$ cat src/rtl/mem_arbiter.sv
// mem_arbiter: serialises ICache fetches and LSB loads/stores onto the 8-bit RAM/IO bus, LSB first.
// Optional MEMCTRL_IO_BACKPRESSURE_EN holds IO-space stores while cannot_read is high.
module mem_arbiter #(
   parameter int ADDR_WIDTH = 32
) (
   input  logic                  clk,
   input  logic                  rst,
   input  logic                  rdy,
   input  logic                  clr,
   input  logic [ADDR_WIDTH-1:0] addr_target,
   input  logic                  ic_flag,
   output logic [31:0]           ic_val,
   output logic                  ic_isok,
   input  logic [ADDR_WIDTH-1:0] ls_addr,
   input  logic                  ls_flag,
   input  logic                  ls_wr,
   input  logic [1:0]            ls_size,
   input  logic [31:0]           ls_wdata,
   output logic [31:0]           ls_rdata,
   output logic                  ls_isok,
   output logic [ADDR_WIDTH-1:0] mem_a,
   output logic [7:0]            mem_write,
   output logic                  is_write,
   input  logic                  cannot_read,
   input  logic [7:0]            mem_result
);
   typedef enum logic [2:0] {IDLE, IC_RD, LS_RD, LS_WR, DONE} state_t;
   state_t                  state, state_nx;
   logic [2:0]              cnt, cnt_nx, n_q;
   logic [ADDR_WIDTH-1:0]   addr_q, cur_a;
   logic [31:0]             wdata_q, asm_q, ic_q, ls_q;
   logic                    is_ls, rd, hold, issue, smp, done_ic, done_ls;
   always_comb begin
      cur_a = addr_q + ADDR_WIDTH'(cnt);
      rd = state == IC_RD || state == LS_RD;
`ifdef MEMCTRL_IO_BACKPRESSURE_EN
      hold = state == LS_WR && cur_a[17:16] == 2'b11 && cannot_read;
`else
      hold = 1'b0 & cannot_read;
`endif
      // reads take one extra cycle at the end to sample the last returned byte
      issue = rd ? cnt < n_q : state == LS_WR;
      smp = rd && cnt != 3'd0;
      mem_a = issue ? cur_a : '0;
      is_write = state == LS_WR && rdy && !hold;
      mem_write = state == LS_WR ? wdata_q[{cnt[1:0], 3'b000} +: 8] : 8'd0;
      done_ic = state == DONE && !is_ls && !clr;
      done_ls = state == DONE && is_ls;
      ic_isok = done_ic;
      ls_isok = done_ls;
      ic_val = done_ic ? asm_q : ic_q;
      ls_rdata = done_ls ? asm_q : ls_q;
   end
   always_comb begin
      state_nx = state;
      cnt_nx = cnt;
      case (state)
         IDLE: begin
            cnt_nx = 3'd0;
            state_nx = ls_flag ? (ls_wr ? LS_WR : LS_RD) : (ic_flag && !clr) ? IC_RD : IDLE;
         end
         IC_RD: begin
            cnt_nx = cnt + 3'd1;
            state_nx = clr ? IDLE : cnt == n_q ? DONE : IC_RD;
         end
         LS_RD: begin
            cnt_nx = cnt + 3'd1;
            state_nx = cnt == n_q ? DONE : LS_RD;
         end
         LS_WR: begin
            cnt_nx = hold ? cnt : cnt + 3'd1;
            state_nx = !hold && cnt == n_q - 3'd1 ? DONE : LS_WR;
         end
         default: state_nx = IDLE;
      endcase
   end
   always_ff @(posedge clk or negedge rst) begin
      if (!rst) begin
         state <= IDLE;
         cnt <= 3'd0;
         n_q <= 3'd0;
         addr_q <= '0;
         wdata_q <= 32'd0;
         asm_q <= 32'd0;
         ic_q <= 32'd0;
         ls_q <= 32'd0;
         is_ls <= 1'b0;
      end else if (rdy) begin
         state <= state_nx;
         cnt <= cnt_nx;
         if (state == IDLE) begin
            asm_q <= 32'd0;
            is_ls <= ls_flag;
            addr_q <= ls_flag ? ls_addr : addr_target;
            n_q <= !ls_flag ? 3'd4 : ls_size == 2'b00 ? 3'd1 : ls_size == 2'b01 ? 3'd2 : 3'd4;
            wdata_q <= ls_wdata;
         end else if (smp) begin
            asm_q <= asm_q | ({24'd0, mem_result} << {cnt[1:0] - 2'd1, 3'b000});
         end
         if (done_ic) ic_q <= asm_q;
         if (done_ls) ls_q <= asm_q;
      end
   end
endmodule

$ cat config.mk
export PLATFORM = sky130hd
export DESIGN_NAME = mem_arbiter
export DESIGN_NICKNAME = d
export VERILOG_FILES = /design/src/rtl/mem_arbiter.sv
export SDC_FILE = /design/constraint.sdc
export NUM_CORES = 1
export LEC_CHECK = 0
export ABC_AREA = 0
export BUFFER_PORTS_ARGS = -buffer_cell sky130_fd_sc_hd__buf_2
export CORE_MARGIN = 2
export CORE_UTILIZATION = 50
export CTS_CLUSTER_SIZE = 25
export DETAILED_ROUTE_END_ITERATION = 7
export PLACE_DENSITY = 0.8
export SKIP_CTS_REPAIR_TIMING = 1
export SLEW_MARGIN = 20
export SYNTH_ARGS = -nofsm -noshare
export SYNTH_HDL_FRONTEND = slang
export SYNTH_SLANG_ARGS = --single-unit
$ cat constraint.sdc
create_clock -name clk -period 4.5 [get_ports clk]
set_input_delay 0 -clock clk [delete_from_list [all_inputs] [get_ports clk]]
set_output_delay 0 -clock clk [all_outputs]
set_load 0.05 [all_outputs]
==> summary.txt <==
H-tree levels - 4
Layout cells sized above 1 - 0.357
CTS Root Cell - clkbuf_16
CP required - 4.50 ns
Synth Instances - 837
Vias in the first global route - 6934
Worst Path Max Fanout - 19
DR iter-0 viols - 528
Worst-path clk slew - 0.06 ns
Initial Util - 0.514
Hold Path Stages - 3
PortBufs - 219
Seq cells post-synth - 170
Routed Antenna Nets - 0
GPL Wtd Cong - 0.862
Most frequent cell after synthesis - dfrtp_1
Cells on worst reg2reg path - 6
I/O Pins - 221
Syn-to-layout area delta - 31.6%
Syn nets - 961
Setup TNS - 0 ns
Area share of the largest cell type after synthesis - 0.475
Synth area leaders - dfrtp_1 (48%), mux2_2 (16%), nand2_1 (4.6%)
Yosys warnings - 0
Netlist cell types - 60
Critical path capture point type - output pin
Min-delay worst type - in -> reg
Vias - 7675
R2r startpoint - cnt[0]
Pre-CTS WS - 0.899 ns
Unrepaired setup endpoints after global routing - false
Peak Freq - 261 MHz
Reg2reg setup slack - 1.05 ns
Sequential share of the synthesized area - 0.475
Die height - 138 µm
Clock Tree Buf Depth - 2
Die extent in x - 138 µm
Placed cell area - 10100 µm²
First-pass GRT wire length - 34900 µm
Top FF cell, synth - dfrtp_1
CP startpoint kind - flip-flop
Worst R2R End - asm_q[11]
Post-route cell area - 11800 µm²
Crit path from - cnt[0]
Slew HR - 0.293
Worst vdd ir - 834 µV
Kind of critical path - reg -> out
Post-synth top cells - dfrtp_1 (170), mux2_2 (129), nand2_1 (109)
Final HPWL DP - 14900 µm
Power Dens Cells - 706 nW/µm²
Fin. max-slew vios - 0
CTS sink cnt - 170
Final global-route overflow total - 0
Avg Cell Area, Syn - 10.7 µm²
Largest net degree at the start of global routing - 87
Instance count on the critical path - 8
Critical Path Sink - mem_a[28]
Worst skew pair latency - 0.42 ns
Final Net Count - 1255
Final wirelength - 24500 µm
Final Hold Fails - 4
Routed wire per std cell - 17.9 µm
Crit-path max cell delay - 0.82 ns
FP Rows - 48
Fraction of registers with async set/reset - 1.00
Cell family with most CP delay - buffers and inverters
Vias per inst - 5.60
CTS Buf Count - 17
Final Critical Period - 3.84 ns
Die area - 19000 µm²
Gr usage total - 0.235
Slowest cell on crit path - dfrtp_1
Max Cap Viol - 0
Worst EP arrival - 3.84 ns
Endpoints failing setup - 0
CP bufs+invs - 3
Initial antenna violation count - 2
Worst clock skew - 0.00828 ns
Core Area - 17400 µm²
Mapped cell area - 8950 µm²
Drt first pass iters - 5
EDFF count, synth - 0
Violated checks - negative hold slack
Final period utilization - 0.853
Worst Tran Pin Value - 1.06 ns
Final hold slack - -0.0220 ns
Post-route DRC - 0
Worst setup margin - 0.662 ns
Critical path cell sequence - clkinv_1 > ha_1 > nor2b_1 > o211ai_1 > nand3b_1 > buf_8 > a21oi_1 > buf_2
Fillers - 1278
CTS tree - done
Biggest area consumer among synthesized cells - dfrtp_1
Status - finished, violations left
Leakage - 0.00587 µW
[sequential cells by signal, summed over array words and instances (netlist names)]
register and count:
ic_q 32, ls_q 32, addr_q 32, asm_q 32, state 3, n_q 3
wdata_q 32, cnt 3, is_ls 1
[final cells by class]
cell class                 count  area (µm²)  share of cell area
antenna                        2        5.00            0.000425
sequential                   170        4250               0.361
inverter                      13        48.8             0.00414
timing repair buffer         335        2250               0.191
clock buffer                  21         460              0.0391
clock inverter                10         116             0.00988
multi-input combinational    594        4370               0.371
tap                          225         282              0.0239
[cell usage in the layout, fill, tap and decap left out, types with 4 or more instances in the layout]
| cell | instances |
|---|---|
| buf_2 | 218 |
| dfrtp_1 | 170 |
| mux2_2 | 129 |
| nand2_1 | 109 |
| dlygate4sd3_1 | 106 |
| nor2_1 | 84 |
| a21oi_1 | 51 |
| mux2i_1 | 35 |
| a31oi_1 | 34 |
| clkbuf_16 | 17 |
| nor2b_1 | 13 |
| inv_1 | 11 |
| o21ai_0 | 11 |
| o31ai_1 | 10 |
| or4_1 | 10 |
| xor2_1 | 9 |
| ha_1 | 9 |
| buf_4 | 9 |
| mux4_2 | 8 |
| nand3_1 | 7 |
| o2111ai_1 | 6 |
| and4_1 | 5 |
| o211ai_1 | 5 |
| and3_1 | 4 |
[cells by family (layout without fill, tap and decap cells)]
family | count (synthesis) | in the layout | share of synthesized area
AOI/OAI and AO/OA | 129 | 129 | 0.0881
xor gates and xnor gates | 12 | 12 | 0.0134
adders and majority gates | 10 | 10 | 0.0148
buffers and inverters | 73 | 379 | 0.0370
DFF | 170 | 170 | 0.475
muxes | 173 | 173 | 0.223
other | 0 | 2 | 0
and+or+nand+nor | 270 | 270 | 0.148
[worst register-to-register path, stage by stage (launching register included)]
cell and delay, ns:
dfrtp_1 0.82, clkinv_1 0.74, ha_1 0.61, inv_1 0.09
nor4_4 0.80, a31oi_1 0.18, nor2_1 0.15
[layer usage]
layer / GRT usage / part of all wire / vias to the layer above / wire, µm
met5: 0 / 0 / - / 0
met4: 0.100 / 0.029 / 0 / 707
met3: 0.0453 / 0.061 / 63 / 1500
li1: - / - / 3581 / -
met2: 0.377 / 0.51 / 292 / 12400
met1: 0.313 / 0.40 / 3739 / 9850
[per-stage QoR]
step / util / std cells / hold slack (ns) / power, µW
2_1_floorplan: - / 837 / -0.296 / 5730
3_3_place_gp: 0.581 / 1230 / 0.0567 / 6590
3_5_place_dp: 0.581 / 1230 / 0.0564 / 6700
4_1_cts: 0.614 / 1261 / -0.388 / 8160
5_1_grt: 0.676 / 1370 / 0.000628 / 8780
6_report: 0.676 / 1370 / -0.0220 / 8320
[how the worst min path moves through the flow]
| stage | from | to |
|---|---|---|
| floorplan | rst | addr_q[0] |
| CTS | rst | ls_q[15] |
| global placement | rst | ls_q[15] |
| detailed placement | rst | ls_q[15] |
| global route | addr_target[31] | addr_q[31] |
| finish | addr_target[31] | addr_q[31] |
[report_power, final]
part           leakage (µW)  internal (µW)  switching [µW]  total, µW
logic               0.00343           1340            2880       4220
clock network      0.000280            846             602       1450
registers           0.00216           2060             590       2650
total               0.00587           4240            4070       8320
Note: power is estimated with default switching activity, not from simulation.
